--- src/rtl/rcpu_mem_pkg.sv ---
// Shared definitions for the RAM arbiter: default widths, port identities and
// the owner tag carried alongside each in-flight read.
package rcpu_mem_pkg;
  localparam int ADDR_W_DEF = 16;
  localparam int DATA_W_DEF = 16;

  typedef logic owner_t;
  localparam owner_t PORT_CPU = 1'b0;
  localparam owner_t PORT_DMA = 1'b1;

  typedef struct packed {
    logic   vld;
    owner_t owner;
  } rd_tag_t;
endpackage

--- src/rtl/rr_arb2.sv ---
// Two-way round-robin arbiter with a zero-latency grant.
// The priority pointer flips to the other port whenever a grant is issued.
module rr_arb2 (
  input  logic       clk,
  input  logic       rst,
  input  logic [1:0] req,
  output logic [1:0] gnt
);
  logic prio;

  always_comb begin
    gnt = 2'b00;
    if (!rst) begin
      if (req[0] && (!req[1] || !prio)) gnt = 2'b01;
      else if (req[1])                  gnt = 2'b10;
    end
  end

  always_ff @(posedge clk) begin
    if (rst)         prio <= 1'b0;
    else if (gnt[0]) prio <= 1'b1;
    else if (gnt[1]) prio <= 1'b0;
  end

  always_ff @(posedge clk) begin
    if (!rst) assert ($onehot0(gnt));
  end
endmodule

--- src/rtl/mem_arbiter.sv ---
// Shares a single-port RAM between the CPU port (0) and the loader/DMA port (1),
// tracking outstanding reads so returned data is flagged only to its issuer.
module mem_arbiter
  import rcpu_mem_pkg::*;
#(
  parameter int ADDR_W   = ADDR_W_DEF,
  parameter int DATA_W   = DATA_W_DEF,
  parameter int READ_LAT = 1
) (
  input  logic              clk,
  input  logic              rst,
  input  logic              r0_req,
  input  logic              r0_we,
  input  logic [ADDR_W-1:0] r0_addr,
  input  logic [DATA_W-1:0] r0_wdata,
  output logic              r0_gnt,
  output logic              r0_rvalid,
  output logic [DATA_W-1:0] r0_rdata,
  input  logic              r1_req,
  input  logic              r1_we,
  input  logic [ADDR_W-1:0] r1_addr,
  input  logic [DATA_W-1:0] r1_wdata,
  output logic              r1_gnt,
  output logic              r1_rvalid,
  output logic [DATA_W-1:0] r1_rdata,
  output logic [ADDR_W-1:0] mem_addr,
  output logic              mem_we,
  output logic [DATA_W-1:0] mem_wdata,
  input  logic [DATA_W-1:0] mem_rdata
);
  logic [1:0] req, gnt;
  assign req = {r1_req, r0_req};

  rr_arb2 u_arb (
    .clk (clk),
    .rst (rst),
    .req (req),
    .gnt (gnt)
  );

  assign r0_gnt = gnt[PORT_CPU];
  assign r1_gnt = gnt[PORT_DMA];

  always_comb begin
    mem_addr  = '0;
    mem_we    = 1'b0;
    mem_wdata = '0;
    if (gnt[PORT_CPU]) begin
      mem_addr  = r0_addr;
      mem_we    = r0_we;
      mem_wdata = r0_wdata;
    end else if (gnt[PORT_DMA]) begin
      mem_addr  = r1_addr;
      mem_we    = r1_we;
      mem_wdata = r1_wdata;
    end
  end

  // One tag per cycle enters the pipe so the tail lines up with mem_rdata.
  rd_tag_t [READ_LAT-1:0] vld_pipe;
  rd_tag_t                push, tail;

  assign push.vld   = (|gnt) && !mem_we;
  assign push.owner = gnt[PORT_DMA];

  always_ff @(posedge clk) begin
    if (rst) begin
      vld_pipe <= '0;
    end else begin
      vld_pipe[0] <= push;
      for (int i = 1; i < READ_LAT; i++) vld_pipe[i] <= vld_pipe[i-1];
    end
  end

  assign tail = vld_pipe[READ_LAT-1];

  // Masked during reset so a read caught by reset is never reported.
  assign r0_rvalid = !rst && tail.vld && (tail.owner == PORT_CPU);
  assign r1_rvalid = !rst && tail.vld && (tail.owner == PORT_DMA);
  assign r0_rdata  = mem_rdata;
  assign r1_rdata  = mem_rdata;
endmodule

--- config.mk ---
export PLATFORM = sky130hd
export DESIGN_NAME = mem_arbiter
export DESIGN_NICKNAME = d
export VERILOG_FILES = /design/src/rtl/rcpu_mem_pkg.sv /design/src/rtl/rr_arb2.sv /design/src/rtl/mem_arbiter.sv
export SDC_FILE = /design/constraint.sdc
export NUM_CORES = 1
export LEC_CHECK = 0
export BUFFER_PORTS_ARGS = -buffer_cell sky130_fd_sc_hd__buf_4
export CELL_PAD_IN_SITES_DETAIL_PLACEMENT = 1
export CELL_PAD_IN_SITES_GLOBAL_PLACEMENT = 2
export CORE_MARGIN = 2
export CORE_UTILIZATION = 12
export CTS_CLUSTER_DIAMETER = 100
export CTS_CLUSTER_SIZE = 30
export DETAILED_ROUTE_END_ITERATION = 16
export PLACE_DENSITY_LB_ADDON = 0.1
export SYNTH_ARGS = -nofsm -noshare
export SYNTH_HDL_FRONTEND = slang
export SYNTH_SLANG_ARGS = --single-unit
--- constraint.sdc ---
create_clock -name clk -period 2.93 [get_ports clk]
set_clock_uncertainty 0.15 [all_clocks]
set_input_delay 0.293 -clock clk [delete_from_list [all_inputs] [get_ports clk]]
set_output_delay 0.293 -clock clk [all_outputs]
set_load 0.1 [all_outputs]
==> reports/metrics.yaml, run 1 <==
synth.top_cell.area_share_pct: 30.6
routedWlPerCell_um: 15.3
synth_edf_count: 0
yosys_warnings: 0
synthMuxAreaShare_pct: 0
grt_antenna_before_repair: 0
drc: 0
finalCritPeriodShare_pct: 82.2
slew-limit-headroom_pct: 61.7
dieArea_mm2: 0.00861
highest_layer: "met4"
leakage_nw: 0.739
fin_ws_ps: 521
finalHoldViolations: 0
drt_iter0_markers: 45
fin_nets: 282
cts_root_buffer: "clkbuf_8"
track_usage_pct: 9.74
rsz0062_at_grt: "no"
setup_viol: 0
post_cts_resized: 0
worstPathArrival_ps: 1970
initial_core_util_pct: 12.3
post_cts_buffers: 0
ys.flop_type: "dfxtp_1"
yosysUniqueCellTypes: 15
critical_path_class: "reg2out"
core_mm2: 0.00769
critPathMaxFanout: 13
finalWirelength_mm: 4.54
cts-buffers-inserted: 3
hp-class: "in2reg"
synth_common_cells: "36 x nor2_1, 33 x a32oi_1, 32 x buf_4"
rows: 32
clkLatencyLatePin_ps: 210
syn2layout_area_growth_pct: 64.4
drt-met1-wl_mm: 1.84
yosys.area_share.simple_pct: 18.9
grt_max_degree: 42
synth_top_cell_by_area: "a32oi_1"
async_reset_ff_share_pct: 0
ant_nets: 0
crit_required_ps: 2490
synth_xor_area_share_pct: 0
cts_tree: "yes"
hpwl_mm: 3.42
cts.clk_slew.worst_paths_ps: 30
outcome: "completed"
synthAdderAreaFrac_pct: 0
netlist_area_um2: 946
yosysSeqAreaShare_pct: 6.35
fmax_mhz: 415
avgViaCountPerCell: 4.07
worst_pin_slew_ps: 574
cts_sinks: 3
io-pin-count: 155
syn_inst: 129
cts_hold_buf: 0
tns_ps: 0
end_kind: "output pin"
cellPowerDensity_mw_per_mm2: 387
grt_pass1_wl_mm: 6.78
wl_met3_um: 389
ys_ff_latch: 3
drive_above_1_share_pct: 58.5
antenna_cells: 0
gp_congestion: 0.692
io_buffer_count: 106
grt_overflow: 0
max-vdd-ir-drop_mv: 0.102
synth_top_family_by_area: "buffers and inverters"
die_h_um: 92.8
syn_area_per_cell_um2: 7.33
synth_most_common_cell: "nor2_1"
drv_cap: 0
min_period_ps: 2410
slew_viol_final: 0
h-tree-depth: 1
critPathLaunchType: "flop"
preCtsSetupSlack_ps: 614
synth_area_leaders: "a32oi_1 31%, buf_4 25%, nor2_1 14%"
vias: 1208
first_pass_iters: 4
grt_pass1_vias: 1233
clockBufferDepth: 2
synth-compound-area-share_pct: 33.9
die_x_um: 92.8
syn_nets: 215
wl_met2_mm: 2.28
## registers in the layout, summed over array words and instances, names as in the netlist
signal / cells
u_arb.prio: 1
tail: 2
## report_power, final
| group | switching, mW | internal [mW] |
|---|---|---|
| logic | 0.311 | 0.126 |
| clock network | 0.0259 | 0.0927 |
| registers | 0.00195 | 0.0439 |
| total | 0.339 | 0.263 |
## layout by cell type, fill, tap and decap left out, drive strengths merged
cell,instances
a21boi,1
a21oi,1
a32oi,33
and2b,1
and3b,1
buf,109
clkbuf,4
dfxtp,3
nand2,2
nand2b,2
nor2,36
nor3b,1
o31ai,1
## area by class of cell
type                            count  area (um^2)
Sequential cell                     3         60.1
Fill cell                         961         6130
Multi-Input combinational cell     79          504
Clock buffer                        4         45.0
Timing Repair Buffer              109          818
Tap cell                          102          128
## layer usage
| metal | global-route usage [%] | up-vias |
|---|---|---|
| met1 | 11.6 | 575 |
| li1 | - | 578 |
| met4 | 2.45 | 0 |
| met5 | 0 | - |
| met3 | 2.60 | 6 |
| met2 | 17.2 | 49 |
## stage by stage
stage / cells / instance area, um^2 / hold slack (ps) / util [%] / power, mW
3_3_place_gp: 293 / 1510 / 352 / 19.6 / 0.486
6_report: 297 / 1560 / 141 / 20.2 / 0.602
3_5_place_dp: 293 / 1510 / 353 / 19.6 / 0.487
4_1_cts: 297 / 1560 / 140 / 20.2 / 0.610
5_1_grt: 297 / 1560 / 141 / 20.2 / 0.632
2_1_floorplan: 129 / 951 / 244 / - / 0.570
## critical path: stages, from the launching register on
cell and delay (ps):
dfxtp_1 380, nand2b_1 500, buf_4 310, a32oi_1 120, nor2_1 130, buf_4 300
## cells by family (layout without fill, tap and decap cells)
logic type / after synthesis / after routing
buf+inv: 47 / 113
simple gates: 43 / 43
compound gates: 36 / 36
flops: 3 / 3
## path summary, 6_finish.rpt
| kind | cells after the start | slack, ps | start | to |
|---|---|---|---|---|
| hold reg to reg | 2 | 370 | u_arb.prio | u_arb.prio |
| setup reg to reg | 3 | 1390 | u_arb.prio | tail[1] |
| setup / recovery | 5 | 520 | u_arb.prio | mem_addr[8] |
| hold / removal | 2 | 140 | r1_we | tail[1] |
(Power assumes the default switching activity.)
==> inputs of run 2 (changes only) <==
--- a/config.mk
+++ b/config.mk
@@ -9,7 +9,7 @@
 export CELL_PAD_IN_SITES_DETAIL_PLACEMENT = 1
 export CELL_PAD_IN_SITES_GLOBAL_PLACEMENT = 2
 export CORE_MARGIN = 2
-export CORE_UTILIZATION = 12
+export CORE_UTILIZATION = 11
 export CTS_CLUSTER_DIAMETER = 100
 export CTS_CLUSTER_SIZE = 30
 export DETAILED_ROUTE_END_ITERATION = 16
==> constraint.sdc (replaced) <==
create_clock -name clk -period 2.3 [get_ports clk]
set_clock_uncertainty 0.15 [all_clocks]
set_input_delay 0.23 -clock clk [delete_from_list [all_inputs] [get_ports clk]]
set_output_delay 0.23 -clock clk [all_outputs]
set_load 0.1 [all_outputs]
==> run 2 against run 1 <==
Against the previous run:
- cell count grew 1.3%
- largest power group unchanged
- worst setup slack worse by 200 ps
- flip-flop and latch count unchanged
- worst hold slack got worse by 60 ps
==> reports/metrics.yaml, run 2 (synthesis gave the netlist of run 1 again) <==
outcome: "completed"
io_buffer_count: 106  # unchanged
drv_cap: 0  # unchanged
die_h_um: 96.7  # +4.3%
power_frac_seq_pct: 7.4  # -0.2 points
syn2layout_area_growth_pct: 74.6
cp-startpoint: "u_arb.prio"
leakage_nw: 0.739  # about the same
critical_path_class: "reg2out"
critPathLaunchType: "flop"
r2r_end: "tail[1]"
instances_no_fill: 301  # +1.3%
reg2regPathDepth: 4  # +1
post_cts_resized: 0  # unchanged
place_inst: 297  # +1.4%
grt_pass1_wl_mm: 7.10  # +4.8%
multi_input_area_um2: 589  # +17%
h-tree-depth: 1  # unchanged
drive_above_1_share_pct: 76.0  # +18 points
drt_iter0_markers: 32  # -29%
initial_core_util_pct: 11.5  # -0.85 points
cellPowerDensity_mw_per_mm2: 478  # +24%
cts.clk_slew.worst_paths_ps: 30  # about the same
grt_pass1_vias: 1365  # +11%
drc: 0  # unchanged
avgViaCountPerCell: 3.93  # -3.5%
cts_hold_buf: 0  # unchanged
r2r_setup_slack_ps: 890  # -500 ps
layout_common_cells: "110 x buf_4, 34 x nor2_2, 33 x a32oi_1"
final_common_cell: "buf_4"
ant_nets: 0  # unchanged
die_x_um: 96.7  # +4.3%
antenna_cells: 0  # unchanged
worst_pin_slew_ps: 611  # +36.7 ps
rsz0062_at_grt: "no"
p_int_mw: 0.342  # +30%
hp-class: "in2reg"
gp_congestion: 0.724  # +4.6%
crit_required_ps: 1920  # -570 ps
grt_max_degree: 42  # unchanged
worstReg2RegStart: "u_arb.prio"
max-vdd-ir-drop_mv: 0.130  # +27%
grt_antenna_before_repair: 0  # unchanged
cts-buffers-inserted: 3  # unchanged
grt_overflow: 0  # unchanged
rows: 33  # +3.1%
slew_viol_final: 0  # unchanged
dieArea_mm2: 0.00936  # +8.7%
hpwl_mm: 3.71  # +8.4%
io-pin-count: 155  # unchanged
min_period_ps: 1980
routedWlPerCell_um: 15.3  # about the same
largest_register_ffs: 2  # unchanged
vias: 1182  # -2.2%
core_mm2: 0.00826  # +7.4%
worstPathArrival_ps: 1600  # -370 ps
clkLatencyLatePin_ps: 210  # about the same
clock_power_share_pct: 19.1  # -0.6 points
clockBufferDepth: 2  # unchanged
finalCritPeriodShare_pct: 86.0
post_cts_buffers: 0  # unchanged
setup_viol: 0  # unchanged
cts_sinks: 3  # unchanged
cts_tree: "yes"
final-seq-area_um2: 60.1  # unchanged
first_pass_iters: 4  # unchanged
critPathMaxFanout: 22  # +9
fin_nets: 283  # +0.35%
finalHoldViolations: 0  # unchanged
fmax_mhz: 505
slew-limit-headroom_pct: 59.3  # -2.4 points
fillCellCount: 996  # +3.6%
power_frac_comb_pct: 73.6  # +0.9 points
switching_share_pct: 56.6  # +0.28 points
power_switching_mw: 0.447  # +32%
endpoint: "mem_addr[14]"
end_kind: "output pin"
tns_ps: 0  # unchanged
track_usage_pct: 9.15  # -0.59 points
finalWirelength_mm: 4.60  # +1.4%
cts_root_buffer: "clkbuf_8"
-- run 2: layout make-up --
cell class | instances | area share (%)
Tap cell | 105 | 7.95
Sequential cell | 3 | 3.64
Multi-Input combinational cell | 79 | 35.7
Clock buffer | 4 | 2.73
Timing Repair Buffer | 110 | 50.0
-- run 2: stage by stage --
step                cell area (um^2)  hold WS, ps  setup WS, ps  power (mW)  utilization, %
floorplan                       1040          182           207       0.748               -
global placement                1610          292           465       0.643            19.5
detailed placement              1610          300           444       0.646            19.5
CTS                             1650         76.7           304       0.802            20.0
global route                    1650         89.5           194       0.827            20.0
finish                          1650         80.7           322       0.789            20.0
-- run 2: worst min path at each step --
stage | from | to | slack [ps] | cells past startpoint
2_1_floorplan | r1_we | tail[1] | 180 | 1
3_3_place_gp | r1_we | tail[1] | 290 | 2
3_5_place_dp | r1_we | tail[1] | 300 | 2
4_1_cts | r1_we | tail[1] | 80 | 2
5_1_grt | r1_we | tail[1] | 90 | 2
6_report | r1_we | tail[1] | 80 | 2
-- run 2: layer usage --
metal	GRT usage, %	wire [um]	vias to the layer above	part of all wire, %
met1	10.4	1800	547	39
li1	-	-	578	-
met5	0	0	-	0
met4	2.06	2	0	0.043
met2	16.4	2410	55	52
met3	3.18	386	2	8.4
-- run 2: worst max-delay path, cell delays in order (launching register included) --
cell and delay, ps:
dfxtp_1 370, nand2b_1 150, buf_4 270, a32oi_1 170, nor2_2 130, buf_4 300
-- run 2: power by group through the flow --
stage                     Sequential [mW]  Combinational (mW)  Clock, mW
after floorplan                    0.0585               0.689          0
after global placement             0.0587               0.585          0
after detailed placement           0.0590               0.587          0
after CTS                          0.0584               0.588      0.156
after global routing               0.0588               0.608      0.161
final                              0.0583               0.581      0.151
